<file path="config.mk">
export PLATFORM = sky130hd
export DESIGN_NAME = gc_multich_controller
export DESIGN_NICKNAME = d
export VERILOG_FILES = /design/src/rtl/gc_pkg.sv /design/src/rtl/gc_rr_arbiter.sv /design/src/rtl/gc_multich_controller.sv
export SDC_FILE = /design/constraint.sdc
export NUM_CORES = 1
export LEC_CHECK = 0
export BUFFER_PORTS_ARGS = -buffer_cell sky130_fd_sc_hd__buf_2
export CORE_AREA = 2 2 68 70
export CTS_BUF_LIST = sky130_fd_sc_hd__clkbuf_4
export DETAILED_ROUTE_END_ITERATION = 6
export DIE_AREA = 0 0 70 72
export PLACE_DENSITY = 0.76
export SYNTH_ARGS = -nofsm -noshare
export SYNTH_HDL_FRONTEND = slang
export SYNTH_SLANG_ARGS = --single-unit
</file>
<file path="constraint.sdc">
create_clock -name CLK -period 2.08 [get_ports CLK]
set_input_delay 0.416 -clock CLK [delete_from_list [all_inputs] [get_ports CLK]]
set_output_delay 0.416 -clock CLK [all_outputs]
set_load 0.05 [all_outputs]
</file>
<file path="src/rtl/gc_pkg.sv">
// Shared types and helpers for the multi-channel garbage-collection controller.
package gc_pkg;

    typedef enum logic [2:0] {
        IDLE   = 3'd0,
        VICTIM = 3'd1,
        MOVE   = 3'd2,
        ERASE  = 3'd3,
        DONE   = 3'd4
    } gc_state_t;

    localparam int unsigned DEF_GC_THRESH     = 8;
    localparam int unsigned DEF_URGENT_THRESH = 1;
    localparam int unsigned MAX_BUS_W         = 1024;

    // Channel idx's count from a packed bus of cnt_w-bit fields, zero-extended to 32 bits.
    function automatic logic [31:0] ch_cnt(input logic [MAX_BUS_W-1:0] bus,
                                           input int unsigned idx,
                                           input int unsigned cnt_w);
        logic [MAX_BUS_W-1:0] sh;
        logic [31:0]          mask;
        sh   = bus >> (idx * cnt_w);
        mask = (cnt_w >= 32) ? 32'hFFFF_FFFF : ((32'd1 << cnt_w) - 32'd1);
        return sh[31:0] & mask;
    endfunction

endpackage

</file>
<file path="src/rtl/gc_rr_arbiter.sv">
// Combinational round-robin arbiter: lowest requesting index at or after rr_ptr wins, with wrap.
module gc_rr_arbiter #(
    parameter int unsigned NUM_CH = 4,
    parameter int unsigned CH_W   = (NUM_CH > 1) ? $clog2(NUM_CH) : 1
) (
    input  logic [NUM_CH-1:0] req,
    input  logic [CH_W-1:0]   rr_ptr,
    output logic              grant_valid,
    output logic [CH_W-1:0]   grant_idx
);

    // Walk offsets from farthest to nearest so the nearest requester is written last.
    always_comb begin
        grant_valid = 1'b0;
        grant_idx   = '0;
        for (int off = int'(NUM_CH) - 1; off >= 0; off--) begin
            if (req[(int'(rr_ptr) + off) % int'(NUM_CH)]) begin
                grant_valid = 1'b1;
                grant_idx   = CH_W'((int'(rr_ptr) + off) % int'(NUM_CH));
            end
        end
    end

endmodule

</file>
<file path="src/rtl/gc_multich_controller.sv">
// Multi-channel GC controller: picks a channel (urgent first, then round-robin background)
// and runs victim fetch, valid-page move loop, erase and completion report for it.
module gc_multich_controller
    import gc_pkg::*;
#(
    parameter int unsigned NUM_CH        = 4,
    parameter int unsigned CNT_W         = 8,
    parameter int unsigned BLK_W         = 10,
    parameter int unsigned PG_W          = 6,
    parameter int unsigned GC_THRESH     = DEF_GC_THRESH,
    parameter int unsigned URGENT_THRESH = DEF_URGENT_THRESH,
    localparam int unsigned CH_W         = (NUM_CH > 1) ? $clog2(NUM_CH) : 1
) (
    input  logic                    CLK,
    input  logic                    nRST,
    input  logic                    gc_enable,
    input  logic [NUM_CH*CNT_W-1:0] clean_cnt,
    output logic                    victim_req,
    input  logic                    victim_ack,
    input  logic [BLK_W-1:0]        victim_blk,
    input  logic [PG_W:0]           victim_vcnt,
    output logic                    move_req,
    output logic [PG_W-1:0]         move_idx,
    input  logic                    move_done,
    output logic                    erase_req,
    input  logic                    erase_done,
    output logic [CH_W-1:0]         gc_ch,
    output logic [BLK_W-1:0]        clean_blk,
    output logic                    gc_busy,
    output logic [NUM_CH-1:0]       gc_urgent,
    output logic                    gc_interrupt,
    output logic                    clean_done
);

    localparam logic [CH_W-1:0] CH_LAST  = CH_W'(NUM_CH - 1);
    localparam logic [CH_W-1:0] CH_ONE   = CH_W'(1);
    localparam logic [PG_W:0]   VCNT_ONE = (PG_W+1)'(1);
    localparam logic [PG_W-1:0] IDX_ONE  = PG_W'(1);

    gc_state_t          state_q, state_d;
    logic [CH_W-1:0]    rr_ptr_q, rr_ptr_d;
    logic [CH_W-1:0]    gc_ch_q, gc_ch_d;
    logic [BLK_W-1:0]   clean_blk_q, clean_blk_d;
    logic [PG_W:0]      vcnt_q, vcnt_d;
    logic [PG_W-1:0]    move_idx_q, move_idx_d;

    logic [MAX_BUS_W-1:0] cnt_bus;
    logic [NUM_CH-1:0]    urgent, bg, arb_req;
    logic                 grant_valid;
    logic [CH_W-1:0]      grant_idx;

    assign cnt_bus = MAX_BUS_W'(clean_cnt);

    always_comb begin
        urgent = '0;
        bg     = '0;
        for (int unsigned i = 0; i < NUM_CH; i++) begin
            urgent[i] = ch_cnt(cnt_bus, i, CNT_W) <= URGENT_THRESH;
            bg[i]     = gc_enable & (ch_cnt(cnt_bus, i, CNT_W) < GC_THRESH);
        end
    end

    // Any urgent channel shuts background candidates out of arbitration entirely.
    assign arb_req = (|urgent) ? urgent : bg;

    gc_rr_arbiter #(
        .NUM_CH (NUM_CH),
        .CH_W   (CH_W)
    ) u_arb (
        .req         (arb_req),
        .rr_ptr      (rr_ptr_q),
        .grant_valid (grant_valid),
        .grant_idx   (grant_idx)
    );

    always_comb begin
        state_d     = state_q;
        rr_ptr_d    = rr_ptr_q;
        gc_ch_d     = gc_ch_q;
        clean_blk_d = clean_blk_q;
        vcnt_d      = vcnt_q;
        move_idx_d  = move_idx_q;
        case (state_q)
            IDLE: begin
                if (grant_valid) begin
                    gc_ch_d = grant_idx;
                    state_d = VICTIM;
                end
            end
            VICTIM: begin
                if (victim_ack) begin
                    clean_blk_d = victim_blk;
                    vcnt_d      = victim_vcnt;
                    move_idx_d  = '0;
                    state_d     = (victim_vcnt != '0) ? MOVE : ERASE;
                end
            end
            MOVE: begin
                // Compared one bit wider so a full block of 2**PG_W pages ends without wrapping.
                if (move_done) begin
                    if ({1'b0, move_idx_q} == (vcnt_q - VCNT_ONE)) begin
                        state_d = ERASE;
                    end else begin
                        move_idx_d = move_idx_q + IDX_ONE;
                    end
                end
            end
            ERASE: begin
                if (erase_done) begin
                    state_d = DONE;
                end
            end
            DONE: begin
                rr_ptr_d = (gc_ch_q == CH_LAST) ? '0 : gc_ch_q + CH_ONE;
                state_d  = IDLE;
            end
            default: state_d = IDLE;
        endcase
    end

    always_ff @(posedge CLK or negedge nRST) begin
        if (!nRST) begin
            state_q     <= IDLE;
            rr_ptr_q    <= '0;
            gc_ch_q     <= '0;
            clean_blk_q <= '0;
            vcnt_q      <= '0;
            move_idx_q  <= '0;
        end else begin
            state_q     <= state_d;
            rr_ptr_q    <= rr_ptr_d;
            gc_ch_q     <= gc_ch_d;
            clean_blk_q <= clean_blk_d;
            vcnt_q      <= vcnt_d;
            move_idx_q  <= move_idx_d;
        end
    end

    assign victim_req   = (state_q == VICTIM);
    assign move_req     = (state_q == MOVE);
    assign erase_req    = (state_q == ERASE);
    assign clean_done   = (state_q == DONE);
    assign gc_busy      = (state_q != IDLE);
    assign gc_ch        = gc_ch_q;
    assign clean_blk    = clean_blk_q;
    assign move_idx     = move_idx_q;
    assign gc_urgent    = urgent;
    assign gc_interrupt = |urgent;

endmodule

</file>
== Yosys cells after proc, flatten, opt, wreduce, memory -nomap -nowiden ==
Index checks and enable logic that the tools add are counted.

* Shift operators: 0
* Multipliers: 0
* Bitwise operators: 7
* Multiplexer cells: 32
* Reductions and logical operators: 12
* Divide/modulo/power cells: 0
* $add $sub $neg: 6
* $lt $le $gt $ge: 12
* Eq/ne operators: 12

{| class="wikitable"
|+ Operators with widths
! operator !! count
|-
| <= comparator 8 x 1 -> 1 bit, second input constant || 4
|-
| less-than comparator 8 x 4 -> 1 bit, second input constant || 4
|-
| 2-to-1 mux 6 bit || 3
|-
| 2-to-1 mux 3 bit || 5
|-
| less-than comparator 3 x 4 -> 1 bit, second input constant || 3
|-
| 2-to-1 mux 1 bit || 12
|-
| case mux 3 bit (4 select lines) || 1
|-
| case mux 6 bit (2 select lines) || 1
|-
| 2-to-1 mux 2 bit || 5
|-
| binary-select mux 1 bit (select 2 bit) || 4
|-
| inequality test 2 x 1 -> 1 bit, second input constant || 4
|-
| == test 6 x 7 -> 1 bit || 1
|-
| nonzero test 7 bit || 1
|-
| subtractor 7 x 1 -> 7 bit, second input constant || 1
|-
| adder 6 x 1 -> 6 bit, second input constant || 1
|-
| == test 3 x 2 -> 1 bit, second input constant || 2
|-
| OR reduction 2 bit || 3
|-
| AND reduction 5 bit || 1
|-
| adder 2 x 1 -> 2 bit, second input constant || 2
|-
| adder 2 bit, second input constant || 2
|-
| bitwise AND 1 bit || 4
|-
| 2-to-1 mux 4 bit || 1
|-
| inequality test 2 bit, second input constant || 2
|-
| AND reduction 2 bit || 2
|-
| 10 further kinds || 12
|}

* Register bits after elaboration: 30
* Word-level logic and storage cells: 87
* Bits in writable memories: 0
* Bits in latches: 0
* Input port bits: 55
* Output and inout port bits: 28
* Memory bits (read-only): 0
* Memories: 0

== Depth between registers and ports, before layout ==
Gate-level depths: netlist of the first run.

* Word-level depth: 12
* Gate-level depth with buffers: 10
* Gate-level depth less buffers: 9

== By module ==
A second synthesis of the first run with hierarchy kept.

* Cells, all modules: 207
* Area total of the unflattened synthesis: 1725.4 µm²

{| class="wikitable"
|+ By module, submodules not included
! module !! sequential area each (µm²) !! cells an instance !! instances !! area each (µm²)
|-
| gc_multich_controller || 750.7 || 194 || 1 || 1647.8
|-
| gc_rr_arbiter || 0.0 || 13 || 1 || 77.6
|}

== Worst setup path after synthesis of the first run ==
No wires, ideal clock.

* Kind: register -> register
* Start: reg state_q[2]
* End: reg move_idx_q[3] (netlist: move_idx[3])
* Period minus slack after synthesis: 2.431 ns
* Setup time: 0.067 ns
* Buffers on the path: 1
* Stages on the path, launching flop included: 8
* Setup slack: -0.351 ns
* Data required time: 2.013 ns
* Arrival time: 2.363 ns
* Cells stage by stage: dfrtp_1 buf_2 nor3b_2 nor2_1 a21oi_1 o21ai_2 or4_2 nand2_1

* Cells in the longest elaborated chain, start to end: 3
* Elaborated cells on any way between the ends: 8
* Those cells by class: eq/ne: 5; mux: 1; reduce/logical: 2

{| class="wikitable"
|+ Ends and longest elaborated chain
! what !! RTL line !! RTL
|-
| start: declaration || gc_multich_controller.sv:40 || <nowiki>gc_state_t state_q, state_d;</nowiki>
|-
| start signal: assignment || gc_multich_controller.sv:130 || <nowiki>state_q <= state_d;</nowiki>
|-
| == test 3 x 2 -> 1 bit (*) || -- ||
|-
| via move_req || gc_multich_controller.sv:22 || <nowiki>output logic move_req,</nowiki>
|-
| inequality test 2 bit (no source line) (tied with other cells) || -- ||
|-
| AND reduction 4 bit (no source line) || -- ||
|-
| end signal: assignment || gc_multich_controller.sv:135 || <nowiki>move_idx_q <= move_idx_d;</nowiki>
|-
| end: declaration || gc_multich_controller.sv:45 || <nowiki>logic [PG_W-1:0] move_idx_q, move_idx_d;</nowiki>
|}

The timed path passes the listed nets; every way through them passes the cells marked *.
A chain may end at the register's enable or synchronous reset.

== Worst setup path after layout of the first run ==
* Start: reg vcnt_q[1]
* End: reg state_q[0]

* Cells in the longest elaborated chain, start to end: 4

{| class="wikitable"
|+ Ends and longest elaborated chain
! what !! RTL line !! RTL
|-
| start: declaration || gc_multich_controller.sv:44 || <nowiki>logic [PG_W:0] vcnt_q, vcnt_d;</nowiki>
|-
| start signal: assignment || gc_multich_controller.sv:134 || <nowiki>vcnt_q <= vcnt_d;</nowiki>
|-
| subtractor 7 x 1 -> 7 bit || gc_multich_controller.sv:101 || <nowiki>if ({1'b0, move_idx_q} == (vcnt_q - VCNT_ONE)) begin</nowiki>
|-
| == test 6 x 7 -> 1 bit || gc_multich_controller.sv:101 ||
|-
| inequality test 2 x 1 -> 1 bit (no source line) || -- ||
|-
| AND reduction 5 bit (no source line) || -- ||
|}

No other way between the ends.

==> results of run 1 <==
-- metal layers --
metal | GRT usage, % | part of all wire, % | up-vias
met1 | 23.11 | 41 | 893
li1 | - | - | 954
met3 | 5.278 | 6.7 | 5
met5 | 0 | 0 | -
met4 | 8.974 | 1.4 | 0
met2 | 36.19 | 51 | 67
-- kinds of logic (layout without fill, tap and decap cells) --
family          Yosys count  after routing  share of synthesized area, %
simple gates            111            111                         31.18
compound gates           40             40                         17.34
flops                    30             30                         41.29
buf+inv                  19            127                         4.749
xor+xnor                  7              7                         3.372
fa+ha+maj                 3              3                         2.065
-- flip-flops by register name (all words and copies together), names as in the netlist --
| signal | count |
|---|---|
| clean_blk | 10 |
| gc_ch | 2 |
| move_idx | 6 |
| rr_ptr_q | 2 |
| state_q | 3 |
| vcnt_q | 7 |
-- layout make-up --
class                   instances  area [sq um]  area share [%]
clock inverters                 3         40.04           1.490
clock buffers                   5         37.54           1.397
inverters                      11         61.31           2.281
multi-input cells             161          1086           40.41
repair buffers                108         645.6           24.02
flip-flops and latches         30         752.0           27.98
well taps                      52         65.06           2.421
-- power groups by stage --
stage / logic, mW / clock network (mW) / registers [mW]
3_3_place_gp: 1.71 / 0 / 0.980
5_1_grt: 2.19 / 0.503 / 1.03
4_1_cts: 1.91 / 0.473 / 0.989
3_5_place_dp: 1.76 / 0 / 0.982
2_1_floorplan: 0.841 / 0 / 1.36
6_report: 2.02 / 0.458 / 0.997
-- how the worst max path moves through the flow --
stage | start | end | slack (ps)
after floorplan | state_q[2] | move_idx[3] | -50
after global placement | clean_cnt[10] | gc_ch[1] | -140
after detailed placement | clean_cnt[10] | gc_ch[0] | -200
after CTS | vcnt_q[0] | state_q[0] | -90
after global routing | vcnt_q[0] | move_idx[5] | -200
final | vcnt_q[1] | state_q[0] | -80
-- metrics by stage --
step                utilization (%)  std cells  setup TNS (ps)
floorplan                         -        210          -58.02
global placement              57.37        356          -599.0
detailed placement            57.37        356           -1159
CTS                           61.59        367          -218.1
global route                  63.03        370           -1204
finish                        63.03        370          -287.6
-- synthesized netlist by cell type (2+ instances only) --
cell / number / share of area (%)
a21boi_0: 2 / 0.83
a21oi_1: 5 / 1.4
a21oi_2: 2 / 0.96
and2_1: 2 / 0.69
and3b_1: 2 / 0.96
buf_2: 2 / 0.55
clkbuf_1: 3 / 0.62
dfrtp_1: 30 / 41
ha_1: 3 / 2.1
inv_1: 10 / 2.1
nand2_1: 59 / 12
nand2b_1: 3 / 1.0
nand3_1: 5 / 1.4
nor2_1: 8 / 1.7
nor3_1: 5 / 1.4
nor3b_1: 3 / 1.2
nor4_1: 6 / 2.1
o211ai_1: 4 / 1.7
o21ai_0: 8 / 2.2
o21ai_1: 2 / 0.55
o21ai_2: 2 / 0.96
o31ai_1: 2 / 0.83
or3_1: 4 / 1.4
xnor2_1: 2 / 0.96
xor2_1: 5 / 2.4
-- cell usage in the layout (no fill, tap or decap), drive strengths merged, types with 2 or more instances in the layout --
| cell | n |
|---|---|
| buf | 107 |
| nand2 | 59 |
| dfrtp | 30 |
| o21ai | 12 |
| nor2 | 8 |
| inv | 8 |
| a21oi | 7 |
| clkbuf | 6 |
| nor4 | 6 |
| xor2 | 5 |
| nor3 | 5 |
| nand3 | 5 |
| o211ai | 4 |
| or3 | 4 |
| nor3b | 4 |
| or4 | 3 |
| nand2b | 3 |
| ha | 3 |
| clkinv | 3 |
| or2 | 3 |
| o31ai | 3 |
| clkinvlp | 2 |
| and3b | 2 |
| and2 | 2 |
| xnor2 | 2 |
| a211oi | 2 |
| o41ai | 2 |
| a21boi | 2 |
-- repair_timing --
item	in CTS	in global routing
pin swaps	14	9
resized for setup	18	12
hold buffers	0	0
setup endpoints to repair	9	9
setup buffers	3	3
==> flow_metrics.env, run 1 <==
export IMPL_status="finished, violations left"
export IMPL_violations="negative setup slack"
export IMPL_power_density_nw_per_um2=1293
export IMPL_cp_start_kind="flop"
export IMPL_grt_use_total_pct=20.32
export IMPL_switching_share_pct=47.27
export IMPL_drc=0
export IMPL_pin_count=83
export IMPL_cp_num_buf_inv=2
export IMPL_gp_congestion=0.8240
export IMPL_diodes=0
export IMPL_p_seq_share_pct=28.7
export IMPL_htreeDepth=2
export IMPL_yosysWarnings=0
export IMPL_portBuffers=78
export IMPL_placed_cell_area_sq_um=2446
export IMPL_whs_ps=102.1
export IMPL_layout_nets=375
export IMPL_synth_cell_types=56
export IMPL_rsz0062_at_grt="true"
export IMPL_drt_total_wl_microns=4751
export IMPL_cp_arrival_ps=2410
export IMPL_cts_num_sinks=30
export IMPL_p_sw_mw=1.643
export IMPL_synth_area_sq_um=1818
export IMPL_ctsRootBufferMaster="clkbuf_4"
export IMPL_report_final_hold_viol_count=0
export IMPL_slew_violations=0
export IMPL_grt_pass1_vias=1933
export IMPL_maxCapViolCount=0
export IMPL_wire_per_inst_microns=12.84
export IMPL_clk_latency_ps=330
export IMPL_reg2reg_slack_ps=-80
export IMPL_drtIter0Drc=86
export IMPL_worst_pin_slew_ps=660.3
export IMPL_setup_violations=5
export IMPL_start_util_pct=42.63
export IMPL_dp_hpwl_microns=3531
export IMPL_crit_family="compound AO/OA/AOI/OAI gates"
export IMPL_synth_edf_count=0
export IMPL_clk_pin_slew_ps=100
export IMPL_syn_avg_cell_area_sq_um=8.657
export IMPL_grt_start_max_net_pins=31
export IMPL_syn_nets=268
export IMPL_r2r_start="vcnt_q[1]"
export IMPL_grt_antenna_before_repair=0
export IMPL_slew_limit_headroom_pct=55.98
export IMPL_antenna_left=0
export IMPL_worst_slack_ps=-79.20
export IMPL_p_leak_nw=1.403
export IMPL_crit_required_ps=2330
export IMPL_slowest_stage="or4b_1"
export IMPL_area_growth_pct=47.83
export IMPL_postLayoutCellArea_sq_um=2688
export IMPL_cts_path_max_buffers=2
export IMPL_synthArstFlopShare_pct=100.0
export IMPL_ys_seq_area_share_pct=41.29
export IMPL_drive_gt1_share_pct=48.11
export IMPL_clock_power_share_pct=13.2
export IMPL_crit_path_max_incr_delay_ps=460
export IMPL_power_frac_comb_pct=58.1
export IMPL_fillers=370
export IMPL_reg2reg_depth=9
export IMPL_synth_top_flop_cell="dfrtp_1"
export IMPL_intPower_mw=1.833
export IMPL_vias=1919
export IMPL_finalCriticalPeriod_ps=2159
export IMPL_path_class="reg2reg"
export IMPL_crit_cells=9
export IMPL_syn_inst=210
export IMPL_path_cells="inv_2 -> ha_4 -> nand2b_4 -> or4b_1 -> a211o_2 -> buf_6 -> a221oi_2 -> nor2_1 -> a211oi_2"
export IMPL_path_max_fanout=2
export IMPL_rows=24
export IMPL_place_ws_ps=-196.3
export IMPL_power_mw=3.476
export IMPL_finalCritPeriodShare_pct=103.8
export IMPL_cts_tree="done"
export IMPL_timing_rr_end="state_q[0]"
export IMPL_end_kind="flop"
export IMPL_grt_pass1_wl_microns=8183
export IMPL_worstHoldPathType="in2async"
export IMPL_die_w_microns=70
export IMPL_finClkSkew_ps=6.299
export IMPL_die_area_sq_um=5040
export IMPL_cts_buffers=5
export IMPL_grt_ovfl_total=0
export IMPL_vdd_drop_max_mv=0.9336
export IMPL_dr_pass1_iters=4
export IMPL_core_sq_um=4264
export IMPL_fmax_mhz=463.1
export IMPL_synth_seq_cells=30
export IMPL_die_y_microns=72
export IMPL_via_per_inst=5.186
Power figures use the tool's default switching activity.
==> run 2, diff against run 1 <==
Settings changed: CORE_AREA 2 2 68 70 to 2 2 67 69, DIE_AREA 0 0 70 72 to 0 0 69 71, HOLD_SLACK_MARGIN from default to 0.15, PLACE_DENSITY 0.76 to 0.75.
Clock period 2.08 ns to 2.05 ns, I/O delays scaled along.
==> run 2 against run 1 <==
  * Via count shrank 3.1%
  * Final area increased by 0.84%
  * Clock skew grew 1.1 ps
  * Final cell count rose by 0.27%
  * Sequential share of layout area decreased by 0.19 points
  * Die area is 2.8% lower
  * Highest routed layer unchanged
  * Maximum frequency is 3.4% lower
  * Critical path depth up 2
  * Core utilization increased by 1.4 points
  * The run still ends with negative setup slack left
  * Flip-flop and latch count is the same
  * Largest cell class unchanged
  * Routed wire length fell by 2.8%
  * Register-to-register slack lost 110 ps
==> flow_metrics.env, run 2 (synthesis gave the netlist of run 1 again) <==
export IMPL_status="finished, violations left"
export IMPL_violations="negative setup slack"
export IMPL_grt_pass1_wl_microns=7976
export IMPL_vias=1860
export IMPL_mostFrequentLayoutCells="buf_2, nand2_1, dfrtp_1, buf_4, nor2_1"
export IMPL_antenna_left=0
export IMPL_p_leak_nw=1.412
export IMPL_clk_latency_ps=330
export IMPL_grt_start_max_net_pins=31
export IMPL_die_w_microns=69
export IMPL_slew_violations=0
export IMPL_core_sq_um=4204
export IMPL_layout_commonest_cell="buf_2"
export IMPL_area_growth_pct=49.07
export IMPL_grt_ovfl_total=0
export IMPL_largest_reg_flops=10
export IMPL_power_density_nw_per_um2=1335
export IMPL_cts_num_sinks=30
export IMPL_crit_path_max_incr_delay_ps=410
export IMPL_via_per_inst=5.013
export IMPL_finalCritPeriodShare_pct=109.1
export IMPL_rsz0062_at_grt="true"
export IMPL_grt_pass1_vias=1809
export IMPL_cts_tree="done"
export IMPL_pin_count=83
export IMPL_multi_input_area_sq_um=1077
export IMPL_path_cells="inv_2 -> ha_4 -> nand2b_4 -> buf_4 -> nor4_4 -> xor2_1 -> a211o_2 -> o21ai_4 -> buf_6 -> or4_4 -> a21oi_2"
export IMPL_vdd_drop_max_mv=0.9192
export IMPL_worst_pin_slew_ps=663.0
export IMPL_report_final_hold_viol_count=0
export IMPL_path_max_fanout=4
export IMPL_grt_antenna_before_repair=0
export IMPL_tns_ps=-702.4
export IMPL_met2_usage_pct=35.79
export IMPL_seq_area_sq_um=753.2
export IMPL_cp_arrival_ps=2510
export IMPL_gp_congestion=0.7848
export IMPL_slowest_stage="dfrtp_1"
export IMPL_end_kind="flop"
export IMPL_fillers=353
export IMPL_grt_use_met3_pct=5.983
export IMPL_crit_required_ps=2320
export IMPL_hold_start="victim_blk[8]"
export IMPL_die_y_microns=71
export IMPL_finalCriticalPeriod_ps=2236
export IMPL_drc=0
export IMPL_path_class="reg2reg"
export IMPL_rows=24
export IMPL_fmax_mhz=447.3
export IMPL_maxCapViolCount=0
export IMPL_drtIter0Drc=89
export IMPL_htreeDepth=2
export IMPL_drt_total_wl_microns=4619
export IMPL_layout_nets=376
export IMPL_start_util_pct=43.24
export IMPL_worst_slack_ps=-185.5
export IMPL_dr_pass1_iters=4
export IMPL_slew_limit_headroom_pct=55.80
export IMPL_ctsRootBufferMaster="clkbuf_4"
export IMPL_setup_violations=6
export IMPL_whs_ps=262.9
export IMPL_cts_path_max_buffers=2
export IMPL_finClkSkew_ps=7.447
export IMPL_portBuffers=78
export IMPL_cts_buffers=5
export IMPL_cp_start_kind="flop"
export IMPL_clk_pin_slew_ps=100
export IMPL_placed_cell_area_sq_um=2481
export IMPL_wire_per_inst_microns=12.45
export IMPL_diodes=0
export IMPL_die_area_sq_um=4899
export IMPL_met1_usage_pct=23.19
export IMPL_final_util_pct=64.46
export IMPL_r2r_start="vcnt_q[1]"
export IMPL_critPathLaunch="vcnt_q[1]"
export IMPL_grt_use_total_pct=20.03
export IMPL_drive_gt1_share_pct=47.34
export IMPL_postLayoutCellArea_sq_um=2710
export IMPL_worstHoldPathType="in2reg"
export IMPL_busiest_layer="met2"
export IMPL_dp_hpwl_microns=3396
## run 2: power by group
part	leakage (nW)	switching, mW	total (mW)	internal (mW)
registers	0.386	0.211	1.02	0.810
logic	0.974	1.23	2.01	0.775
clock network	0.0528	0.213	0.589	0.376
total	1.41	1.66	3.62	1.96
## run 2: worst paths after layout
path	endpoint	slack [ps]	depth (start not counted)
setup reg to reg	move_idx[5]	-190	11
setup / recovery	move_idx[5]	-190	11
hold reg to reg	clean_blk[1]	480	2
min in group asynchronous	move_idx[2]	630	2
max in group asynchronous	state_q[1]	950	2
hold / removal	clean_blk[8]	260	3
## run 2: metal layers
metal  vias to the layer above  share of wire (%)
li1                        953                  -
met1                       838                 40
met2                        63                 51
met3                         6                7.2
met4                         0                1.2
met5                         -                  0
## run 2: metrics by stage
stage / power [mW] / instances / setup slack (ps)
2_1_floorplan: 2.237 / 210 / -84.61
3_3_place_gp: 2.756 / 359 / -188.6
3_5_place_dp: 2.790 / 359 / -221.3
4_1_cts: 3.541 / 369 / -123.2
5_1_grt: 3.857 / 371 / -257.3
6_report: 3.618 / 371 / -185.5
## run 2: what timing repair did
item,CTS,global route
endpoints found under the hold margin,30,0
setup buffers,1,2
gates resized for setup,20,7
endpoints found under the setup margin,9,10
pin swaps,13,5
hold buffers,1,0
## run 2: area by class of cell
type	count	area share (%)
clock buffer	5	1.385
clock inverter	3	2.355
inverter	11	2.262
multi-input combinational	161	39.75
sequential	30	27.79
tap	52	2.401
timing repair buffer	109	24.05
## run 2: worst max-delay path: cells and delay by family (launching register included)
kind                       cells  cell delay (ps)
AOI/OAI and AO/OA              3              400
xor gates and xnor gates       1              220
adders and majority gates      1              150
buffers and inverters          3              370
DFF                            1              410
and+or+nand+nor                3              630
==> run 3, diff against run 2 <==
Clock period 2.05 ns to 2.5 ns, I/O delays scaled along.
==> run 3 against run 2 <==
  * The flow now finishes without violations
  * Clock-buffer cell count is the same
  * Worst hold slack lost 94 ps
  * Final area is 14% lower
  * Maximum frequency decreased by 1.0%
  * Non-clock buffer count down 29
  * Clock power fell by 32%
  * Largest power group unchanged
  * Die area did not move
==> flow_metrics.env, run 3 (synthesis gave the netlist of run 1 again) <==
export IMPL_path_class="reg2reg"
export IMPL_dr_pass1_iters=4
export IMPL_intPower_mw=1.252
export IMPL_layout_nets=347
export IMPL_diodes=0
export IMPL_cts_path_max_buffers=2
export IMPL_p_seq_share_pct=33.9
export IMPL_tns_ps=0
export IMPL_portBuffers=78
export IMPL_report_final_hold_viol_count=0
export IMPL_cp_start_kind="flop"
export IMPL_grt_start_max_net_pins=31
export IMPL_grt_antenna_before_repair=0
export IMPL_grt_pass1_vias=1589
export IMPL_maxCapViolCount=0
export IMPL_power_density_nw_per_um2=1067
export IMPL_via_per_inst=5.108
export IMPL_cts_num_sinks=30
export IMPL_worst_pin_slew_ps=662.5
export IMPL_worstHoldPathType="in2async"
export IMPL_status="complete, no violations"
export IMPL_dp_hpwl_microns=3112
export IMPL_clock_power_share_pct=16.0
export IMPL_start_util_pct=43.24
export IMPL_drtIter0Drc=31
export IMPL_p_leak_nw=1.252
export IMPL_gp_congestion=0.8241
export IMPL_htreeDepth=2
export IMPL_layout_commonest_cell="buf_2"
export IMPL_mostFrequentLayoutCells="buf_2, nand2_1, dfrtp_1, inv_1"
export IMPL_slew_limit_headroom_pct=55.83
export IMPL_timing_rr_end="move_idx[5]"
export IMPL_vias=1747
export IMPL_cts_buffers=5
export IMPL_switching_share_pct=49.76
export IMPL_die_y_microns=71
export IMPL_reg2reg_slack_ps=240
export IMPL_clk_latency_ps=350
export IMPL_path_max_fanout=12
export IMPL_power_mw=2.492
export IMPL_antenna_left=0
export IMPL_fmax_mhz=442.7
export IMPL_drc=0
export IMPL_end_kind="flop"
export IMPL_cts_tree="done"
export IMPL_ctsRootBufferMaster="clkbuf_4"
export IMPL_core_sq_um=4204
export IMPL_r2r_start="vcnt_q[0]"
export IMPL_die_w_microns=69
export IMPL_drive_gt1_share_pct=36.55
export IMPL_grt_ovfl_total=0
export IMPL_finalCriticalPeriod_ps=2259
export IMPL_rsz0062_at_grt="false"
export IMPL_area_growth_pct=28.42
export IMPL_finClkSkew_ps=10.85
export IMPL_die_area_sq_um=4899
export IMPL_slew_violations=0
export IMPL_vdd_drop_max_mv=0.6501
export IMPL_reg2reg_depth=8
export IMPL_grt_use_total_pct=17.03
export IMPL_post_cts_buffers=0
export IMPL_setup_violations=0
export IMPL_rows=24
export IMPL_fillers=410
export IMPL_cts_resized=0
export IMPL_cts_hold_buffers=0
export IMPL_largest_reg_flops=10
export IMPL_cp_arrival_ps=2490
export IMPL_grt_pass1_wl_microns=6796
export IMPL_power_frac_comb_pct=50.0
export IMPL_wire_per_inst_microns=11.87
export IMPL_p_sw_mw=1.240
export IMPL_pin_count=83
export IMPL_drt_total_wl_microns=4061
export IMPL_finalCritPeriodShare_pct=90.35
export IMPL_crit_required_ps=2730
export IMPL_clk_pin_slew_ps=110
-- run 3: metrics by stage --
step / hold slack (ps) / instances / area (sq um) / setup WS (ps) / utilization [%]
2_1_floorplan: 204.4 / 210 / 1818 / 69.46 / -
3_3_place_gp: 455.7 / 334 / 2245 / 130.8 / 53.39
3_5_place_dp: 456.6 / 334 / 2245 / 90.61 / 53.39
4_1_cts: 180.7 / 342 / 2327 / 128.6 / 55.36
5_1_grt: 195.7 / 342 / 2335 / 70.28 / 55.54
6_report: 168.5 / 342 / 2335 / 241.3 / 55.54
-- run 3: worst max-delay path, cell delays in order (launching register included) --
cell and delay (ps):
dfrtp_1 420, inv_1 90, ha_1 160, nand2b_1 90
or4b_1 500, a211o_2 380, o21ai_4 270, or4_1 180
a21oi_2 50
-- run 3: final cells by class --
class	instances	area [sq um]	area share, %
Tap cell	52	65.06	2.787
Multi-Input combinational cell	161	988.4	42.34
Clock buffer	5	37.54	1.608
Inverter	11	42.54	1.822
Sequential cell	30	750.7	32.15
Clock inverter	3	45.04	1.929
Timing Repair Buffer	80	405.4	17.36
-- run 3: power by group through the flow --
stage	Clock, mW	Combinational, mW	Sequential (mW)
final	0.400	1.25	0.846
after global routing	0.429	1.35	0.873
after CTS	0.409	1.25	0.845
after global placement	0	1.21	0.851
after floorplan	0	0.686	1.13
after detailed placement	0	1.25	0.853
-- run 3: worst max-delay path by stage --
stage,start,endpoint,slack [ps],depth (start not counted)
detailed placement,clean_cnt[10],gc_ch[0],90,8
finish,vcnt_q[0],move_idx[5],240,8
CTS,vcnt_q[0],move_idx[3],130,8
global placement,clean_cnt[10],gc_ch[0],130,8
global route,vcnt_q[0],state_q[0],70,8
floorplan,state_q[2],move_idx[3],70,7
-- run 3: metal layers --
metal / track usage (%) / vias up / routed length [microns]
met3: 5.128 / 7 / 297
met4: 7.190 / 0 / 72
met2: 27.67 / 56 / 1853
li1: - / 893 / -
met5: 0 / - / 0
met1: 21.20 / 791 / 1838
